<file path="config.mk">
export PLATFORM = sky130hd
export DESIGN_NAME = ag32gbd_frame_scanner
export DESIGN_NICKNAME = d
export VERILOG_FILES = /design/src/rtl/ag32gbd_frame_scanner.sv
export SDC_FILE = /design/constraint.sdc
export NUM_CORES = 1
export LEC_CHECK = 0
export ABC_AREA = 1
export BUFFER_PORTS_ARGS = -buffer_cell sky130_fd_sc_hd__clkbuf_2
export CORE_UTILIZATION = 45
export DETAILED_ROUTE_END_ITERATION = 16
export PLACE_DENSITY = 0.66
export SYNTH_ARGS = -nofsm -noshare
export SYNTH_HDL_FRONTEND = slang
export SYNTH_SLANG_ARGS = --single-unit
</file>
<file path="constraint.sdc">
create_clock -name sys_clock -period 4.55 [get_ports sys_clock]
set_clock_uncertainty 0.05 [all_clocks]
set_input_delay 0.91 -clock sys_clock [delete_from_list [all_inputs] [get_ports sys_clock]]
set_output_delay 0.91 -clock sys_clock [all_outputs]
set_load 0.02 [all_outputs]
</file>
<file path="src/rtl/ag32gbd_frame_scanner.sv">
// Raster scan of one camera frame through the sampler handshake,
// packing pixels into Game Boy 2bpp tile bytes for the frame buffer.
module ag32gbd_frame_scanner #(
  parameter int FRAME_H        = 112,
  parameter int TIMEOUT_CYCLES = 4096
) (
  input  logic        sys_clock,
  input  logic        sys_resetn,
  input  logic        FrameStart,
  input  logic        FrameAbort,
  output logic        FrameBusy,
  output logic        FrameDone,
  output logic        SampleTimeout,
  output logic        SampleStart,
  output logic [6:0]  PixelX,
  output logic [6:0]  PixelY,
  input  logic        SampleDone,
  input  logic [1:0]  SampledValue,
  output logic        FbWrEn,
  output logic [11:0] FbWrAddr,
  output logic [7:0]  FbWrData
);

  localparam logic [2:0] S_IDLE    = 3'd0;
  localparam logic [2:0] S_START   = 3'd1;
  localparam logic [2:0] S_RELEASE = 3'd2;
  localparam logic [2:0] S_WR_LO   = 3'd3;
  localparam logic [2:0] S_WR_HI   = 3'd4;
  localparam logic [2:0] S_ADVANCE = 3'd5;
  localparam logic [2:0] S_DRAIN   = 3'd6;

  localparam int TW = $clog2(TIMEOUT_CYCLES) + 1;
  localparam logic [TW-1:0] T_LAST = TW'(TIMEOUT_CYCLES - 1);
  localparam logic [6:0] Y_LAST = 7'(FRAME_H - 1);

  logic [2:0]    state_q, state_d;
  logic [6:0]    x_q, x_d;
  logic [6:0]    y_q, y_d;
  logic [7:0]    p0_q, p0_d;
  logic [7:0]    p1_q, p1_d;
  logic [TW-1:0] tcnt_q, tcnt_d;
  logic          tout_q, tout_d;
  logic          first_q, first_d;
  logic          done_q, done_d;

  always_comb begin
    state_d = state_q;
    x_d     = x_q;
    y_d     = y_q;
    p0_d    = p0_q;
    p1_d    = p1_q;
    tcnt_d  = tcnt_q;
    tout_d  = tout_q;
    first_d = first_q;
    done_d  = 1'b0;
    unique case (state_q)
      S_IDLE: begin
        if (FrameStart) begin
          tout_d  = 1'b0;
          x_d     = '0;
          y_d     = '0;
          tcnt_d  = '0;
          first_d = 1'b1;
          state_d = S_RELEASE;
        end
      end
      S_START: begin
        tcnt_d = tcnt_q + TW'(1);
        if (SampleDone) begin
          p0_d    = {p0_q[6:0], SampledValue[0]};
          p1_d    = {p1_q[6:0], SampledValue[1]};
          state_d = S_RELEASE;
        end else if (tcnt_q == T_LAST) begin
          // a dead sampler reads as the lightest shade
          p0_d    = {p0_q[6:0], 1'b0};
          p1_d    = {p1_q[6:0], 1'b0};
          tout_d  = 1'b1;
          state_d = S_RELEASE;
        end
      end
      S_RELEASE: begin
        if (!SampleDone) begin
          if (first_q) begin
            first_d = 1'b0;
            state_d = S_START;
          end else if (&x_q[2:0]) begin
            state_d = S_WR_LO;
          end else begin
            state_d = S_ADVANCE;
          end
        end
      end
      S_WR_LO: state_d = S_WR_HI;
      S_WR_HI: state_d = S_ADVANCE;
      S_ADVANCE: begin
        tcnt_d = '0;
        if (x_q == 7'd127 && y_q == Y_LAST) begin
          done_d  = 1'b1;
          state_d = S_IDLE;
        end else if (x_q == 7'd127) begin
          x_d     = '0;
          y_d     = y_q + 7'd1;
          state_d = S_START;
        end else begin
          x_d     = x_q + 7'd1;
          state_d = S_START;
        end
      end
      S_DRAIN: begin
        if (!SampleDone) state_d = S_IDLE;
      end
      default: state_d = S_IDLE;
    endcase
    // abort overrides every transition and discards the pending update
    if (FrameAbort && state_q != S_IDLE) begin
      state_d = S_DRAIN;
      x_d     = x_q;
      y_d     = y_q;
      p0_d    = p0_q;
      p1_d    = p1_q;
      tout_d  = tout_q;
      done_d  = 1'b0;
    end
  end

  always_ff @(posedge sys_clock or negedge sys_resetn) begin
    if (!sys_resetn) begin
      state_q <= S_IDLE;
      x_q     <= '0;
      y_q     <= '0;
      p0_q    <= '0;
      p1_q    <= '0;
      tcnt_q  <= '0;
      tout_q  <= 1'b0;
      first_q <= 1'b0;
      done_q  <= 1'b0;
    end else begin
      state_q <= state_d;
      x_q     <= x_d;
      y_q     <= y_d;
      p0_q    <= p0_d;
      p1_q    <= p1_d;
      tcnt_q  <= tcnt_d;
      tout_q  <= tout_d;
      first_q <= first_d;
      done_q  <= done_d;
    end
  end

  logic wr_lo, wr_hi;

  assign wr_lo         = (state_q == S_WR_LO);
  assign wr_hi         = (state_q == S_WR_HI);
  assign FrameBusy     = (state_q != S_IDLE);
  assign FrameDone     = done_q;
  assign SampleTimeout = tout_q;
  assign SampleStart   = (state_q == S_START);
  assign PixelX        = x_q;
  assign PixelY        = y_q;
  assign FbWrEn        = wr_lo | wr_hi;
  assign FbWrAddr      = FbWrEn ? {y_q[6:3], x_q[6:3], y_q[2:0], wr_hi} : '0;
  assign FbWrData      = wr_hi ? p1_q : (wr_lo ? p0_q : '0);

endmodule

</file>
; Word level (Yosys, flattened, before mapping)
; Cells that the tools add are included.
[classes]
addsub = 3
eq_ne = 19
mux = 36
bitwise = 2
n_reduce_logical = 17
[ops]
columns = op, count
row1 = two-way mux 8 bit, 6
row2 = one-hot mux 13 bit (3 select lines), 1
row3 = two-way mux 7 bit, 5
row4 = one-hot mux 7 bit (2 select lines), 2
row5 = two-way mux 3 bit, 8
row6 = one-hot mux 3 bit (7 select lines), 1
row7 = "adder 7 x 1 -> 7 bit, second input constant", 2
row8 = "== test 7 bit, second input constant", 2
row9 = "adder 13 x 1 -> 13 bit, second input constant", 1
row10 = "== test 13 x 12 -> 1 bit, second input constant", 1
row11 = two-way mux 13 bit, 1
row12 = two-way mux 12 bit, 1
row13 = "!= test 2 bit, second input constant", 5
row14 = AND reduction 5 bit, 2
row15 = "== test 3 bit, second input constant", 3
row16 = two-way mux 1 bit, 9
row17 = "!= test 3 bit, second input constant", 3
row18 = AND reduction 3 bit, 3
row19 = AND reduction 4 bit, 2
row20 = nonzero test 2 bit, 4
row21 = "== test 3 x 2 -> 1 bit, second input constant", 2
row22 = nonzero test 3 bit, 2
row23 = "!= test 4 x 1 -> 1 bit, second input constant", 1
row24 = one-hot mux 1 bit (2 select lines), 2
row25 = other kinds (7), 8
[word_totals]
reg_bits = 49
inputBits = 7
output_inout_bits = 39
word_cells = 86

; Logic depth before layout (Yosys ltp)
; Gate-level depths: netlist (run 1).
[depth]
word_depth = 6
ltp_mapped = 10
ltp_nobuf = 9

; Worst setup path after synthesis (run 1)
; Ideal clock, no wire load.
[synth_path]
path_type = register to output
startpoint = register state_q[0]
endpoint = output FbWrAddr[10]
arrival_time_ns = 1.425
required_ns = 3.590
slack_ns = 2.165
path_stages_with_launch = 7
path_buffers = 1
path_cell_list = dfrtp_1 > inv_2 > nand3_2 > inv_2 > nor2_1 > buf_2 > nor2_1
[synth_via]
elab_chain_len = 3
elab_cells_between_ends = 4
cone_classes = eq/ne: 2 / mux: 1 / bitwise: 1
[synth_lines]
columns = item, line
row1 = "start, declared", 36  ; logic [2:0] state_q, state_d;
row2 = "start signal, assigned", 138  ; state_q <= state_d;
row3 = == test 3 x 2 -> 1 bit / == test 3 bit (equally long branches), "152, 153"
row4 = bitwise OR 1 bit *, 160  ; assign FbWrEn = wr_lo | wr_hi;
row5 = two-way mux 12 bit *, 161  ; assign FbWrAddr = FbWrEn ? {y_q[6:3], x_q[6:3], y_q[2:0], wr_hi} : '0;
row6 = "end, declared", 20  ; output logic [11:0] FbWrAddr,
; Every way passes the cells marked *; elsewhere a longest branch is shown, timed or not.

; Final worst setup path (run 1)
[layout_path]
startpoint = register state_q[0]
endpoint = output FbWrAddr[11]
; The elaborated chain is that of the path after synthesis.

==> results.yml, run 1 <==
clocking:
  cts_buffers: 5
  clockBufferDepth: 2
  clk-insertion-delay-late_ns: 0.30
  cts_tree: "yes"
  clk_pin_slew_ns: 0.09
  ctsResizeCount: 0
  cts_hold_buffers: 0
  post-cts-setup-buffers: 0
  numClockSinks: 49
  cts_max_level: 2
  root_buffer: "clkbuf_8"
place:
  place_area_mm2: 0.003137
  hpwl_um: 4373
  port_buffers: 45
  finalWeightedCongestion: 0.8579
status:
  run_status: "finished clean"
sta:
  max_slew.worst_pin.slew_ns: 0.9280
  hold_violations: 0
  fin_crit_sh_pct: 69.26
  max_clock_freq_ghz: 0.3173
  setup_viol: 0
  grt_setup_unrepaired: "no"
  final_max_slew_viol_count: 0
  relSlewSlack_pct: 37.91
  period_needed_ns: 3.152
  hold_ws_ns: 0.4430
  fin_tns_setup_ns: 0
synthesis:
  syn_avg_cell_area_um2: 7.620
  syn_inst: 376
  synth_seq_cells: 49
  yosysSeqAreaShare_pct: 42.79
  netlist_area_mm2: 0.002865
  ys_types: 27
  syn_nets: 388
  ys_warn_count: 0
floorplan:
  initial_utilization_pct: 47.55
  fp.dieW_um: 81.80
  core_mm2: 0.006026
  rows: 28
  die_area_mm2: 0.006690
  pin_count: 46
  fp.dieH_um: 81.80
critical_path:
  slowest_stage: "nor2_1"
  worstSetupEndpointType: "output pin"
  start_kind: "flop"
  worstSetupPathType: "flop to output pin"
  crit_path_max_incr_delay_ns: 0.70
  arrival_ns: 2.19
  reg2regPathDepth: 7
  crit_required_ns: 3.59
  worstPathMaxFanout: 13
  worstPathCellList: "inv_2 > nand3_2 > inv_2 > nor2_1 > nor2_1 > clkbuf_2"
min_path:
  hold_class: "flop to flop"
  hold_depth: 2
global_routing:
  grt_first_pass_wirelength_um: 10330
  gr-total-overflow: 0
  grt_max_degree: 50
  grt_usage_pct: 20.05
  antenna_found_initial: 0
  grt_pass1_vias: 2283
detailed_routing:
  ant_nets: 0
  routedWlPerCell_um: 12.09
  first_iter_violations: 129
  drt-total-wl_um: 6021
  firstDrtPassIters: 4
  drc: 0
  vias: 2492
  viasPerCell: 5.004
final_layout:
  drive_gt1_share_pct: 21.28
  antenna_cells: 0
  final_net_count: 435
  syn2layout_area_growth_pct: 12.62
  fill_cells: 618
  final_core_util_pct: 53.55
  final_design_area_no_fill_mm2: 0.003227
power:
  p_sw_uw: 540.5
  internal_power_uw: 743.7
  p_clk_share_pct: 20.5
  seqPwrFrac_pct: 43.0
  p_leak_uw: 0.001518
  ir_drop_uv: 277.3
  comb_power_share_pct: 36.6
  power_density_mw_per_mm2: 398.0
  switching_share_pct: 42.09
flow_run:
  cap_violations: 0
==> routing by layer <==
layer	vias up	track usage (%)	share of wire, %
li1	1294	-	-
met1	1154	27.55	50
met2	42	31.49	46
met3	2	3.778	3.4
met4	0	7.018	0.73
met5	-	0	0
==> sequential cells by signal (all words and copies together), names as in the netlist <==
register / cells
PixelX: 7
PixelY: 7
FrameDone: 1
first_q: 1
p0_q: 8
state_q: 3
SampleTimeout: 1
tcnt_q: 13
p1_q: 8
==> layout make-up <==
type	instances	area (um2)	share of cell area, %
multi-input cells	262	1363	42.23
flip-flops and latches	49	1226	38.00
repair buffers	46	232.7	7.212
inverters	59	221.5	6.863
well taps	75	93.84	2.908
clock buffers	6	82.58	2.559
clock inverters	1	7.507	0.2326
==> worst max-delay path, delay by kind of cell, from the launching register on <==
kind,cells,cell delay [ns]
flip-flops,1,0.48
AND/OR/NAND/NOR,3,1.02
buffers and inverters,3,0.40
==> per-stage QoR <==
stage / instances / setup WS, ns / total power (uW)
2_1_floorplan: 376 / 2.165 / 912.1
3_3_place_gp: 491 / 1.834 / 1024
3_5_place_dp: 491 / 1.731 / 1032
4_1_cts: 498 / 1.382 / 1298
5_1_grt: 498 / 1.212 / 1376
6_report: 498 / 1.398 / 1284
==> cells in the final DEF (no fill, tap or decap), types with 5 or more instances in the layout <==
cell and instances:
clkbuf_2 45, nand2_2 6, o22ai_1 10, ha_1 5, dfrtp_1 49, o21ai_0 7, nand4_1 8, inv_2 10
nand2_1 90, xor2_1 7, o21ai_1 19, o21ai_2 9, nor2_1 41, clkbuf_8 6, inv_1 49, nand3_1 34
==> path summary, 6_finish.rpt <==
kind,from,end,slack (ns)
min in group asynchronous,sys_resetn,tcnt_q[9],0.65
worst max-delay path,state_q[0],FbWrAddr[11],1.40
worst min-delay path,p0_q[7],p0_q[7],0.44
worst min register to register,p0_q[7],p0_q[7],0.44
max in group asynchronous,sys_resetn,p1_q[4],3.38
worst max register to register,state_q[0],state_q[2],2.43
==> logic make-up (layout without fill, tap and decap cells) <==
group	after synthesis	count (layout)	synth area share [%]
adder cells (fa/ha/maj)	5	5	2.183
AO/OA/AOI/OAI	50	50	10.57
XOR/XNOR	10	10	3.057
AND/OR/NAND/NOR	197	197	31.75
flip-flops	49	49	42.79
buffers and inverters	65	112	9.651
==> cells in the mapped netlist <==
library cell   n  share of area, %
nand3_4        1              0.61
nand2_1       90                12
nor2_8         1              0.70
o21ai_1       19               3.3
nand3_1       34               5.9
nand2_2        6               1.3
nor2_1        41               5.4
dfrtp_1       49                43
inv_1         49               6.4
o21ai_0        7               1.2
o22ai_1       10               2.2
a21oi_1        3              0.52
o21ai_2        9               2.8
nand3b_1       2              0.52
a22o_1         1              0.31
ha_1           5               2.2
buf_6          4               1.6
nor3_1         4              0.70
buf_2          2              0.35
o21bai_1       1              0.26
xor2_1         7               2.1
nor2_4         2              0.79
nand3_2        4               1.4
inv_2         10               1.3
nand4_1        8               1.7
xnor2_1        3              0.92
nor2_2         4              0.87
==> power by group through the flow <==
stage	registers (uW)	logic [uW]	clock network [uW]
final	552	470	263
after CTS	551	473	274
after global routing	561	525	290
after detailed placement	559	473	0
after floorplan	558	354	0
after global placement	556	468	0
No activity file was read; power rests on OpenSTA's default activity.
==> run 2, diff against run 1 <==
Settings changed: PLACE_DENSITY 0.66 to 0.68.
Clock period 4.55 ns to 2.65 ns, I/O delays scaled along.
==> results.yml, run 2 (synthesis gave the netlist of run 1 again) <==
status:
  run_status: "finished clean"
critical_path:
  worstPathMaxFanout: 13
  critPathCapture: "FbWrAddr[3]"
  r2r-end: "p1_q[1]"
  crit_required_ns: 2.07
  r2r_slack_ns: 0.69
  start_kind: "flop"
  worstSetupEndpointType: "output pin"
  worstSetupPathType: "flop to output pin"
  arrival_ns: 1.76
  reg2regPathDepth: 8
  timing.rr.start: "tcnt_q[0]"
  startpoint: "state_q[0]"
place:
  port_buffers: 45
  post-place-cells: 492
  hpwl_um: 4505
  finalWeightedCongestion: 0.9419
  dp_slack_ns: 0.6309
power:
  power_density_mw_per_mm2: 728.1
  p_clk_share_pct: 26.2
  p_sw_uw: 930.4
  internal_power_uw: 1456
  ir_drop_uv: 470.9
  p_total_uw: 2387
  seqPwrFrac_pct: 39.7
  p_leak_uw: 0.001547
  switching_share_pct: 38.98
  comb_power_share_pct: 34.2
floorplan:
  fp.dieH_um: 81.80
  initial_utilization_pct: 47.55
  rows: 28
  pin_count: 46
  die_area_mm2: 0.006690
  fp.dieW_um: 81.80
  core_mm2: 0.006026
clocking:
  cts_hold_buffers: 0
  cts_tree: "yes"
  ctsResizeCount: 0
  root_buffer: "clkbuf_8"
  post-cts-setup-buffers: 0
  clk_pin_slew_ns: 0.09
  cts_max_level: 2
  numClockSinks: 49
  clk-insertion-delay-late_ns: 0.30
  clockBufferDepth: 2
  cts_buffers: 5
sta:
  hold_violations: 0
  max_slew.worst_pin.slew_ns: 0.5497
  fin_crit_sh_pct: 88.40
  setup_ws_ns: 0.3075
  period_needed_ns: 2.343
  relSlewSlack_pct: 63.22
  fin_tns_setup_ns: 0
  grt_setup_unrepaired: "no"
  setup_viol: 0
  max_clock_freq_ghz: 0.4269
  final_max_slew_viol_count: 0
final_layout:
  final_common_cell: "nand2_1"
  final_net_count: 436
  fill_cells: 606
  multi_input_area_mm2: 0.001363
  layout.area.seq_mm2: 0.001226
  largestRegisters: "tcnt_q (13), p0_q (8), p1_q (8)"
  antenna_cells: 0
  stdcell_count: 500
  final_cell_mix: "90 x nand2_1, 49 x dfrtp_1, 49 x inv_1"
  drive_gt1_share_pct: 21.65
  top_register: "tcnt_q"
  final_core_util_pct: 54.40
  syn2layout_area_growth_pct: 14.41
  largest_reg_flops: 13
global_routing:
  gr-total-overflow: 0
  grt_max_degree: 32
  grt_usage_pct: 19.84
  grt_pass1_vias: 2297
  antenna_found_initial: 0
  grt_first_pass_wirelength_um: 10220
detailed_routing:
  ant_nets: 0
  drc: 0
  firstDrtPassIters: 4
  drt-total-wl_um: 6065
  vias: 2540
  viasPerCell: 5.080
  routedWlPerCell_um: 12.13
  first_iter_violations: 140
min_path:
  hold_class: "input port to async pin"
flow_run:
  cap_violations: 0
run 2: cell count changes in the layout (fill, tap and decap cells not counted):
cell | previous run | this run
buf_4 | 1 | 2
bufinv_16 | 0 | 2
clkbuf_8 | 6 | 5
clkinv_2 | 0 | 1
clkinvlp_4 | 1 | 0
run 2: worst max-delay path: stages (launching register included):
cell and delay [ns]:
dfrtp_1 0.46, inv_2 0.17, nand3_2 0.21, inv_2 0.12, nor2_1 0.04, buf_4 0.18
nor2_1 0.10, clkbuf_2 0.17
run 2: cell type report:
cell class | count | share of cell area (%)
Sequential cell | 49 | 37.40
Clock buffer | 5 | 2.099
Tap cell | 75 | 2.863
Multi-Input combinational cell | 262 | 41.57
Timing Repair Buffer | 47 | 7.328
Clock inverter | 3 | 1.985
Inverter | 59 | 6.756
run 2: stage by stage:
| stage | hold WS [ns] | area (um2) |
|---|---|---|
| 6_report | 0.1183 | 3278 |
| 5_1_grt | 0.1558 | 3278 |
| 4_1_cts | 0.1305 | 3278 |
| 3_5_place_dp | 0.4289 | 3144 |
| 3_3_place_gp | 0.4200 | 3144 |
| 2_1_floorplan | 0.1844 | 2865 |
run 2: worst min-delay path by stage:
stage | startpoint | depth (start not counted) | slack (ns) | end
3_5_place_dp | p1_q[2] | 2 | 0.43 | p1_q[2]
6_report | sys_resetn | 1 | 0.12 | tcnt_q[9]
5_1_grt | sys_resetn | 1 | 0.16 | tcnt_q[9]
2_1_floorplan | sys_resetn | 0 | 0.18 | FrameDone
4_1_cts | sys_resetn | 1 | 0.13 | tcnt_q[9]
3_3_place_gp | p1_q[1] | 2 | 0.42 | p1_q[1]
run 2: power by group through the flow:
stage | clock network [uW] | registers [uW] | logic, uW
finish | 624 | 946 | 816
global placement | 0 | 956 | 808
floorplan | 0 | 958 | 608
detailed placement | 0 | 959 | 822
CTS | 643 | 945 | 824
global route | 664 | 959 | 919
run 2: metal layers:
metal | share of wire [%] | vias to the layer above | GRT usage, % | wire, um
li1 | - | 1308 | - | -
met1 | 48 | 1183 | 26.49 | 2913
met2 | 48 | 44 | 32.48 | 2900
met3 | 3.0 | 5 | 3.333 | 184
met4 | 1.1 | 0 | 6.667 | 66
met5 | 0 | - | 0 | 0
